$ cat src/rtl/ofs_asp_pkg.sv
`default_nettype none
// ============================================================================
// Module      : ofs_asp_pkg
// Description : Shared ASP definitions used by the interrupt controller.
//               Holds the platform interrupt line counts, the IRQ CSR word
//               offsets, the hold-off counter width and the IRQ FSM state
//               encoding.
// Revision    : 1.0 - initial release
// ============================================================================
package ofs_asp_pkg;

  // Platform interrupt topology: DMA read, DMA write, kernel, one spare.
  localparam int ASP_NUM_INTERRUPT_LINES = 4;
  localparam int ASP_NUM_IRQ_USED        = 3;

  // Width of the hold-off register and its down-counter.
  localparam int ASP_IRQ_HOLDOFF_WIDTH   = 16;

  // IRQ CSR window, word offsets.
  localparam int IRQ_CSR_STATUS  = 0;
  localparam int IRQ_CSR_ENABLE  = 1;
  localparam int IRQ_CSR_MODE    = 2;
  localparam int IRQ_CSR_HOLDOFF = 3;
  localparam int IRQ_CSR_RAW     = 4;
  localparam int IRQ_CSR_INFO    = 5;

  // Host request sequencer states.
  typedef enum logic [1:0] {
    IDLE = 2'd0,
    REQ  = 2'd1,
    HOLD = 2'd2
  } asp_irq_state_e;

endpackage : ofs_asp_pkg
`default_nettype wire

$ cat src/rtl/asp_irq_rr_arb.sv
`default_nettype none
// ============================================================================
// Module      : asp_irq_rr_arb
// Description : Combinational round-robin picker. Selects the first asserted
//               request strictly after last_grant_i, wrapping at N.
// Ports       : req_i        - request vector
//               last_grant_i - index of the most recently served line
//               valid_o      - at least one request present
//               grant_o      - one-hot grant
//               idx_o        - index of the granted line
// Revision    : 1.0 - initial release
// ============================================================================
module asp_irq_rr_arb #(
  parameter int N  = 4,
  parameter int VW = 2
) (
  input  logic [N-1:0]  req_i,
  input  logic [VW-1:0] last_grant_i,
  output logic          valid_o,
  output logic [N-1:0]  grant_o,
  output logic [VW-1:0] idx_o
);

  logic found;

  // Two passes: the lowest request above last_grant wins; failing that the
  // lowest request overall (which must sit at or below last_grant) wins.
  always_comb begin
    found   = 1'b0;
    grant_o = '0;
    idx_o   = '0;
    for (int i = 0; i < N; i++) begin
      if (!found && req_i[i] && (i > int'(last_grant_i))) begin
        found      = 1'b1;
        grant_o[i] = 1'b1;
        idx_o      = VW'(i);
      end
    end
    for (int i = 0; i < N; i++) begin
      if (!found && req_i[i]) begin
        found      = 1'b1;
        grant_o[i] = 1'b1;
        idx_o      = VW'(i);
      end
    end
  end

  assign valid_o = |req_i;

endmodule : asp_irq_rr_arb
`default_nettype wire

$ cat src/rtl/asp_irq_ctrl.sv
`default_nettype none
// ============================================================================
// Module      : asp_irq_ctrl
// Description : ASP interrupt controller. Latches interrupt sources into
//               pending bits (edge or level per line), masks them with ENABLE
//               and presents one vector at a time to the host through a
//               valid/ack handshake with round-robin arbitration and a
//               programmable hold-off between requests.
// Ports       : clk, reset_n                 - clock, async active-low reset
//               irq_in                       - raw interrupt sources
//               irq_out_valid/vector/ack     - host interrupt handshake
//               csr_*                        - AVMM CSR slave, read latency 1
// Revision    : 1.0 - initial release
// ============================================================================
module asp_irq_ctrl
  import ofs_asp_pkg::*;
#(
  parameter  int NUM_IRQ_LINES  = ASP_NUM_INTERRUPT_LINES,
  parameter  int NUM_IRQ_USED   = ASP_NUM_IRQ_USED,
  parameter  int CSR_DATA_WIDTH = 64,
  parameter  int CSR_ADDR_WIDTH = 3,
  parameter  int HOLDOFF_WIDTH  = ASP_IRQ_HOLDOFF_WIDTH,
  parameter  int MODE_RESET     = 0,
  localparam int VEC_WIDTH      = (NUM_IRQ_LINES > 1) ? $clog2(NUM_IRQ_LINES) : 1
) (
  input  logic                        clk,
  input  logic                        reset_n,
  input  logic [NUM_IRQ_LINES-1:0]    irq_in,
  output logic                        irq_out_valid,
  output logic [VEC_WIDTH-1:0]        irq_out_vector,
  input  logic                        irq_out_ack,
  input  logic [CSR_ADDR_WIDTH-1:0]   csr_address,
  input  logic                        csr_read,
  input  logic                        csr_write,
  input  logic [CSR_DATA_WIDTH-1:0]   csr_writedata,
  input  logic [CSR_DATA_WIDTH/8-1:0] csr_byteenable,
  output logic [CSR_DATA_WIDTH-1:0]   csr_readdata,
  output logic                        csr_readdatavalid,
  output logic                        csr_waitrequest
);

  localparam int N  = NUM_IRQ_LINES;
  localparam int HW = HOLDOFF_WIDTH;

  // Lines at or above NUM_IRQ_USED never hold state.
  localparam logic [N-1:0] USED_MASK = (NUM_IRQ_USED >= N) ? {N{1'b1}}
                                     : N'((64'd1 << NUM_IRQ_USED) - 64'd1);

  logic [N-1:0]  raw_q, raw_prev_q;
  logic [N-1:0]  pending_q, pending_d, sent_q, sent_d;
  logic [N-1:0]  enable_q, enable_d, mode_q, mode_d;
  logic [HW-1:0] holdoff_q, holdoff_d, cnt_q, cnt_d;
  asp_irq_state_e state_q, state_d;
  logic [VEC_WIDTH-1:0] vec_q, vec_d, last_q, last_d;
  logic          has_last_q, has_last_d;
  logic [N-1:0]  vec_oh_q, vec_oh_d;
  logic [CSR_DATA_WIDTH-1:0] rdata_q, rdata_d;
  logic          rvalid_q;

  // ---------------- CSR write decode ----------------
  logic [CSR_DATA_WIDTH-1:0] be_mask;
  for (genvar b = 0; b < CSR_DATA_WIDTH/8; b++) begin : g_be_mask
    assign be_mask[8*b +: 8] = {8{csr_byteenable[b]}};
  end

  logic          wr_status, wr_enable, wr_mode, wr_holdoff;
  logic [N-1:0]  wmask, wdata, w1c;

  assign wr_status  = csr_write && (csr_address == CSR_ADDR_WIDTH'(IRQ_CSR_STATUS));
  assign wr_enable  = csr_write && (csr_address == CSR_ADDR_WIDTH'(IRQ_CSR_ENABLE));
  assign wr_mode    = csr_write && (csr_address == CSR_ADDR_WIDTH'(IRQ_CSR_MODE));
  assign wr_holdoff = csr_write && (csr_address == CSR_ADDR_WIDTH'(IRQ_CSR_HOLDOFF));
  assign wmask      = be_mask[N-1:0];
  assign wdata      = csr_writedata[N-1:0];
  assign w1c        = wr_status ? (wdata & wmask) : '0;

  assign enable_d  = wr_enable ? (((enable_q & ~wmask) | (wdata & wmask)) & USED_MASK) : enable_q;
  assign mode_d    = wr_mode   ? (((mode_q   & ~wmask) | (wdata & wmask)) & USED_MASK) : mode_q;
  assign holdoff_d = wr_holdoff ? ((holdoff_q & ~be_mask[HW-1:0]) |
                                   (csr_writedata[HW-1:0] & be_mask[HW-1:0])) : holdoff_q;

  // ---------------- Pending / sent tracking ----------------
  logic [N-1:0] set_vec, eligible;
  logic         ack_fire;

  assign set_vec   = ((mode_q & raw_q & ~raw_prev_q) | (~mode_q & raw_q)) & USED_MASK;
  assign pending_d = ((pending_q & ~w1c) | set_vec) & USED_MASK;
  assign ack_fire  = (state_q == REQ) && irq_out_ack;
  // A W1C re-arms the line even when a level source immediately re-sets
  // pending, so each software clear yields exactly one more request.
  assign sent_d    = (sent_q | (ack_fire ? vec_oh_q : '0)) & ~w1c;
  assign eligible  = pending_q & enable_q & ~sent_q;

  // ---------------- Arbitration ----------------
  logic                 arb_valid;
  logic [N-1:0]         arb_grant;
  logic [VEC_WIDTH-1:0] arb_idx, arb_last;

  // Before the first grant, pretend the top line was served so line 0 leads.
  assign arb_last = has_last_q ? last_q : VEC_WIDTH'(N - 1);

  asp_irq_rr_arb #(
    .N  (N),
    .VW (VEC_WIDTH)
  ) u_rr_arb (
    .req_i        (eligible),
    .last_grant_i (arb_last),
    .valid_o      (arb_valid),
    .grant_o      (arb_grant),
    .idx_o        (arb_idx)
  );

  // ---------------- Request sequencer ----------------
  always_comb begin
    state_d    = state_q;
    vec_d      = vec_q;
    vec_oh_d   = vec_oh_q;
    last_d     = last_q;
    has_last_d = has_last_q;
    cnt_d      = cnt_q;
    case (state_q)
      IDLE: begin
        if (arb_valid) begin
          vec_d    = arb_idx;
          vec_oh_d = arb_grant;
          state_d  = REQ;
        end
      end
      REQ: begin
        // Held until acked, regardless of later ENABLE/pending changes.
        if (irq_out_ack) begin
          last_d     = vec_q;
          has_last_d = 1'b1;
          cnt_d      = holdoff_q;
          state_d    = (holdoff_q != '0) ? HOLD : IDLE;
        end
      end
      HOLD: begin
        if (cnt_q <= HW'(1)) begin
          state_d = IDLE;
        end else begin
          cnt_d = cnt_q - HW'(1);
        end
      end
      default: state_d = IDLE;
    endcase
  end

  // ---------------- CSR read mux (pre-write values) ----------------
  always_comb begin
    rdata_d = '0;
    if (csr_read) begin
      case (csr_address)
        CSR_ADDR_WIDTH'(IRQ_CSR_STATUS):  rdata_d[N-1:0]  = pending_q;
        CSR_ADDR_WIDTH'(IRQ_CSR_ENABLE):  rdata_d[N-1:0]  = enable_q;
        CSR_ADDR_WIDTH'(IRQ_CSR_MODE):    rdata_d[N-1:0]  = mode_q;
        CSR_ADDR_WIDTH'(IRQ_CSR_HOLDOFF): rdata_d[HW-1:0] = holdoff_q;
        CSR_ADDR_WIDTH'(IRQ_CSR_RAW):     rdata_d[N-1:0]  = raw_q & USED_MASK;
        CSR_ADDR_WIDTH'(IRQ_CSR_INFO): begin
          rdata_d[7:0]  = 8'(NUM_IRQ_LINES);
          rdata_d[15:8] = 8'(NUM_IRQ_USED);
        end
        default: rdata_d = '0;
      endcase
    end
  end

  // ---------------- State registers ----------------
  always_ff @(posedge clk or negedge reset_n) begin
    if (!reset_n) begin
      raw_q      <= '0;
      raw_prev_q <= '0;
      pending_q  <= '0;
      sent_q     <= '0;
      enable_q   <= '0;
      mode_q     <= N'(MODE_RESET) & USED_MASK;
      holdoff_q  <= '0;
      cnt_q      <= '0;
      state_q    <= IDLE;
      vec_q      <= '0;
      vec_oh_q   <= '0;
      last_q     <= '0;
      has_last_q <= 1'b0;
      rdata_q    <= '0;
      rvalid_q   <= 1'b0;
    end else begin
      raw_q      <= irq_in;
      raw_prev_q <= raw_q;
      pending_q  <= pending_d;
      sent_q     <= sent_d;
      enable_q   <= enable_d;
      mode_q     <= mode_d;
      holdoff_q  <= holdoff_d;
      cnt_q      <= cnt_d;
      state_q    <= state_d;
      vec_q      <= vec_d;
      vec_oh_q   <= vec_oh_d;
      last_q     <= last_d;
      has_last_q <= has_last_d;
      rdata_q    <= rdata_d;
      rvalid_q   <= csr_read;
    end
  end

  assign irq_out_valid     = (state_q == REQ);
  assign irq_out_vector    = vec_q;
  assign csr_readdata      = rdata_q;
  assign csr_readdatavalid = rvalid_q;
  assign csr_waitrequest   = 1'b0;

  // Upper data/byte-lane bits have no destination in this register map.
  logic unused_ok;
  assign unused_ok = ^{csr_writedata, be_mask};

endmodule : asp_irq_ctrl
`default_nettype wire

$ cat config.mk
export PLATFORM = sky130hd
export DESIGN_NAME = asp_irq_ctrl
export DESIGN_NICKNAME = d
export VERILOG_FILES = /design/src/rtl/ofs_asp_pkg.sv /design/src/rtl/asp_irq_rr_arb.sv /design/src/rtl/asp_irq_ctrl.sv
export SDC_FILE = /design/constraint.sdc
export NUM_CORES = 1
export LEC_CHECK = 0
export CAP_MARGIN = 20
export CORE_MARGIN = 1
export CORE_UTILIZATION = 30
export CTS_CLUSTER_DIAMETER = 200
export DETAILED_ROUTE_END_ITERATION = 12
export PLACE_DENSITY = 0.66
export SKIP_LAST_GASP = 1
export SYNTH_ARGS = -nofsm -noshare
export SYNTH_HDL_FRONTEND = slang
export SYNTH_SLANG_ARGS = --single-unit
$ cat constraint.sdc
create_clock -name clk -period 5.7 [get_ports clk]
set_clock_uncertainty 0.15 [all_clocks]
set_input_delay 1.14 -clock clk [delete_from_list [all_inputs] [get_ports clk]]
set_output_delay 1.14 -clock clk [all_outputs]
set_load 0.01 [all_outputs]
* Word level (Yosys, flattened, before mapping)
Cells that the tools add are included.
Storage, ports and cells: RAM bits 0, register bits 127, word-level logic and storage cells 117, memory bits (read-only) 0, memories 0, input bits 84, bits in latches 0, output and inout port bits 69
Cells by class: shift-type cells 0, bitwise operators 24, equality and inequality tests 11, multipliers 0, $lt $le $gt $ge 4, reduce and logical (&&, ||, !) cells 29, divide/modulo/power cells 0, multiplexer cells 33, $add $sub $neg 1
Operators by type and width (count):
- $mux W16 | 3
- $and A16 B16 Y16 | 2
- $pmux W16 S2 | 1
- $pmux W12 S2 | 1
- $pmux W4 S6 | 1
- $mux W2 | 11
- $and A3 B3 Y3 | 7
- $le A16 B1 Y1 const B | 1
- $not A16 Y16 | 1
- $or A16 B16 Y16 | 1
- $reduce_bool A16 Y1 | 1
- $sub A16 B1 Y16 const B | 1
- $logic_and A1 B1 Y1 | 14
- $mux W1 | 13
- $or A3 B3 Y3 | 4
- $not A3 Y3 | 3
- $and A4 B4 Y4 | 2
- $mux W4 | 2
- $not A4 Y4 | 2
- $eq A3 B2 Y1 const B | 2
- $eq A3 B3 Y1 const B | 2
- $logic_not A1 Y1 | 6
- $ne A2 B2 Y1 const B | 3
- $pmux W2 S3 | 1
- other kinds (14) | 17

* Logic depth before layout (Yosys ltp)
word-level depth 24, mapped depth 9

* By module
Synthesis repeated with hierarchy kept, for this count alone.
Unflattened totals: cell total of the unflattened synthesis 382, area total of the unflattened synthesis 4013.8 um^2
Modules (own cells, without submodules):
- asp_irq_ctrl | cells each 358, area an instance 3862.5 um^2, times used 1, sequential area each 1926.8 um^2
- asp_irq_rr_arb | cells each 24, area an instance 151.4 um^2, times used 1, sequential area each 0.0 um^2

* Least setup slack after synthesis
Ideal clock, no wire load.
path type input -> register, from input port csr_address[1], to register with a tool-made name, data required time 5.425 ns, data arrival time 2.488 ns, stages on the path 4, path slack 2.937 ns, buffers on the path 1, cells stage by stage clkbuf_1 -> nand2_1 -> nor3_1 -> mux2_2
RTL lines:
- start, declared | line asp_irq_ctrl.sv:32 | input logic [CSR_ADDR_WIDTH-1:0] csr_address,

* Worst setup path after layout
from register state_q[0], to register cnt_q[13]
Between the ends: cells in the longest elaborated chain, start to end 3
RTL lines:
- start, declared | line asp_irq_ctrl.sv:53 | asp_irq_state_e state_q, state_d;
- start signal, assigned | line asp_irq_ctrl.sv:195 | state_q <= state_d;
- $eq A2 B2 Y1 or $eq A2 B1 Y1 (tied branches) | line asp_irq_ctrl.sv:121 | case (state_q)
- $ne A2 B2 Y1 (no line), or another cell as far along
- $reduce_and A3 Y1 (no line)
- end signal, assigned | line asp_irq_ctrl.sv:194 | cnt_q <= cnt_d;
- end, declared | line asp_irq_ctrl.sv:52 | logic [HW-1:0] holdoff_q, holdoff_d, cnt_q, cnt_d;
Parallel ways exist; a longest one is shown, timed or not. A chain may end at the register's enable or synchronous reset.

==> metrics <==
Pleak 2.05 nW; Max Root-Sink Buffers 2; min-delay worst type flop to flop; aggregate routed wire length 8.62 mm; Root Buffer clkbuf_16; status complete, no violations; DRC viols 0; M3 GR Usage 0.0376; number of global-route vias before repair 2807; asr flop ratio synth 1.00; buffers added on ports 48; power per cell area 456 nW/µm²; synthesized area per cell 10.2 µm²; worst slew pin tran 0.963 ns; # diodes 0; Rel. slew slack 0.358; hold slack final 0.261 ns; synth unique cells 47; post-route setup slack 2.49 ns; Hold Vio Cnt, Final 0; YS warnings 0; Vias 2906; hold buffers post-CTS 0; CTS sink count 77; first-pass GRT wire length 14.2 mm; Worst setup SP type flop; Crit Path Max Fanout 21; io pins 153; fmax 312 MHz; M2 GR Usage 0.215; DR WL/cell 14.1 µm; Resized Gates After CTS 0; Initial Utilization 0.311; pin count of the biggest net entering global routing 78; CP arrival 3.32 ns; top cell type's share of synthesized area 0.487; Crit Path Class flop to flop; number of synthesized flops with an enable pin 0; gpl congestion 0.827; Post-Layout Inst Area 4730 µm²; 1st-pass router iterations 4; worst endpoint required time 5.81 ns; Num CTS Buffers 9; sequential area share after synthesis 0.487; initial antenna violation count 0; unrepaired setup endpoints after global routing false; HPWL Detailed 5.94 mm; die span in y 117 µm; Max Transition Viols Final 0; Most Crowded Layer GR met2; post-place setup slack 1.90 ns; via/cell ratio 4.77; final antenna-violating net count 0; leading area contributor after synthesis dfrtp_1; #FFs+latches synth 77; die width 117 µm; num rows 41; CP Capture Type flop; Mapped Area 3960 µm²; crit share post-route 0.562; area grow syn2layout 19.6%; htree depth 3; DIE AREA 13700 µm²; placed cell area 4400 µm²; Synth Instances 387; GRT Total Usage 0.138; peak supply drop 0.000206 V; net total in the final layout 521; CTS tree done; Post-CTS Setup Bufs 0; Max-Cap Viols 0; total gr overflow 0; Area contributors post-synth dfrtp_1 49%, buf_4 9.5%, mux2_2 6.5%, nand2_1 3.1%, o21ai_0 2.3%; share of cells above drive strength 1 0.108; core area 12700 µm²; final setup fails 0; final core occ 0.372; Most used DFF post-synth dfrtp_1; Worst-path clk slew 0.06 ns; setup TNS 0 ns; most common cell in the netlist dfrtp_1; met1 Use GR 0.180; Final min period 3.21 ns; commonest cells in the netlist 77 x dfrtp_1, 50 x buf_4, 33 x nand2_1; worst skew pair latency 0.34 ns; number of DRC markers in iteration 0 172
## power by group
part	switching [W]	leakage, nW	internal, W
Clock	0.000213	0.163	0.000406
Combinational	0.000413	0.935	0.000303
Sequential	0.000137	0.955	0.000687
## metrics by stage
step,instances,total power [W]
2_1_floorplan,435,0.00137
3_3_place_gp,590,0.00151
3_5_place_dp,591,0.00154
4_1_cts,607,0.00217
5_1_grt,609,0.00230
6_report,609,0.00216
## critical path: stages (launching register included)
cell and delay [ns]:
dfrtp_1 0.39, inv_1 0.09, ha_1 0.68, or4b_2 0.76, nor4_1 0.55, a222oi_1 0.23
nor2_1 0.14, a2bb2oi_1 0.15
## metal layers
layer | share of wire | vias to the layer above | routed length, µm
li1 | - | 1366 | -
met1 | 0.45 | 1415 | 3880
met2 | 0.48 | 110 | 4110
met3 | 0.056 | 15 | 480
met4 | 0.016 | 0 | 140
met5 | 0 | - | 0
## cells in the final DEF (no fill, tap or decap), drive strengths merged, types with 3 or more instances in the layout
master	synthesis	layout
dfrtp	77	77
conb	1	49
clkdlybuf4s50	0	47
nand2	33	33
mux2	23	23
o21ai	18	18
nor2	17	17
nor3	16	16
a21oi	15	15
and2	14	14
clkbuf	14	14
a31oi	11	11
nor4	10	10
inv	9	9
nor2b	7	7
mux2i	5	5
ha	5	5
o31ai	5	5
nand2b	4	4
a22oi	4	4
o22ai	4	4
or3	4	4
or4	4	4
o21a	3	3
a22o	3	3
and3	3	3
nand3b	3	3
nand3	3	3
## path summary, 6_finish.rpt
kind / startpoint / end / slack (ns) / cells past startpoint
max reg2reg: state_q[0] / cnt_q[13] / 2.49 / 7
max in group asynchronous: reset_n / state_q[0] / 3.96 / 1
min in group asynchronous: reset_n / csr_readdata[11] / 0.81 / 1
max: state_q[0] / cnt_q[13] / 2.49 / 7
min: raw_q[0] / raw_prev_q[0] / 0.26 / 0
min reg2reg: raw_q[0] / raw_prev_q[0] / 0.26 / 0
## cell type report
class	count	area (µm²)
clock buffers	12	256
clock inverters	4	70.1
fillers	1290	7990
inverters	9	33.8
multi-input cells	284	1740
flip-flops and latches	77	1930
well taps	172	215
repair buffers	51	493
## cell families after synthesis
kind of cell             count (synthesis)  share of synthesized area
AND/OR/NAND/NOR                        122                      0.159
flip-flops                              77                      0.487
other                                    1                   0.000948
buffers and inverters                   74                      0.120
multiplexers                            28                     0.0781
AO/OA/AOI/OAI                           80                      0.139
adder cells (fa/ha/maj)                  5                     0.0158
Power figures use the tool's default switching activity.
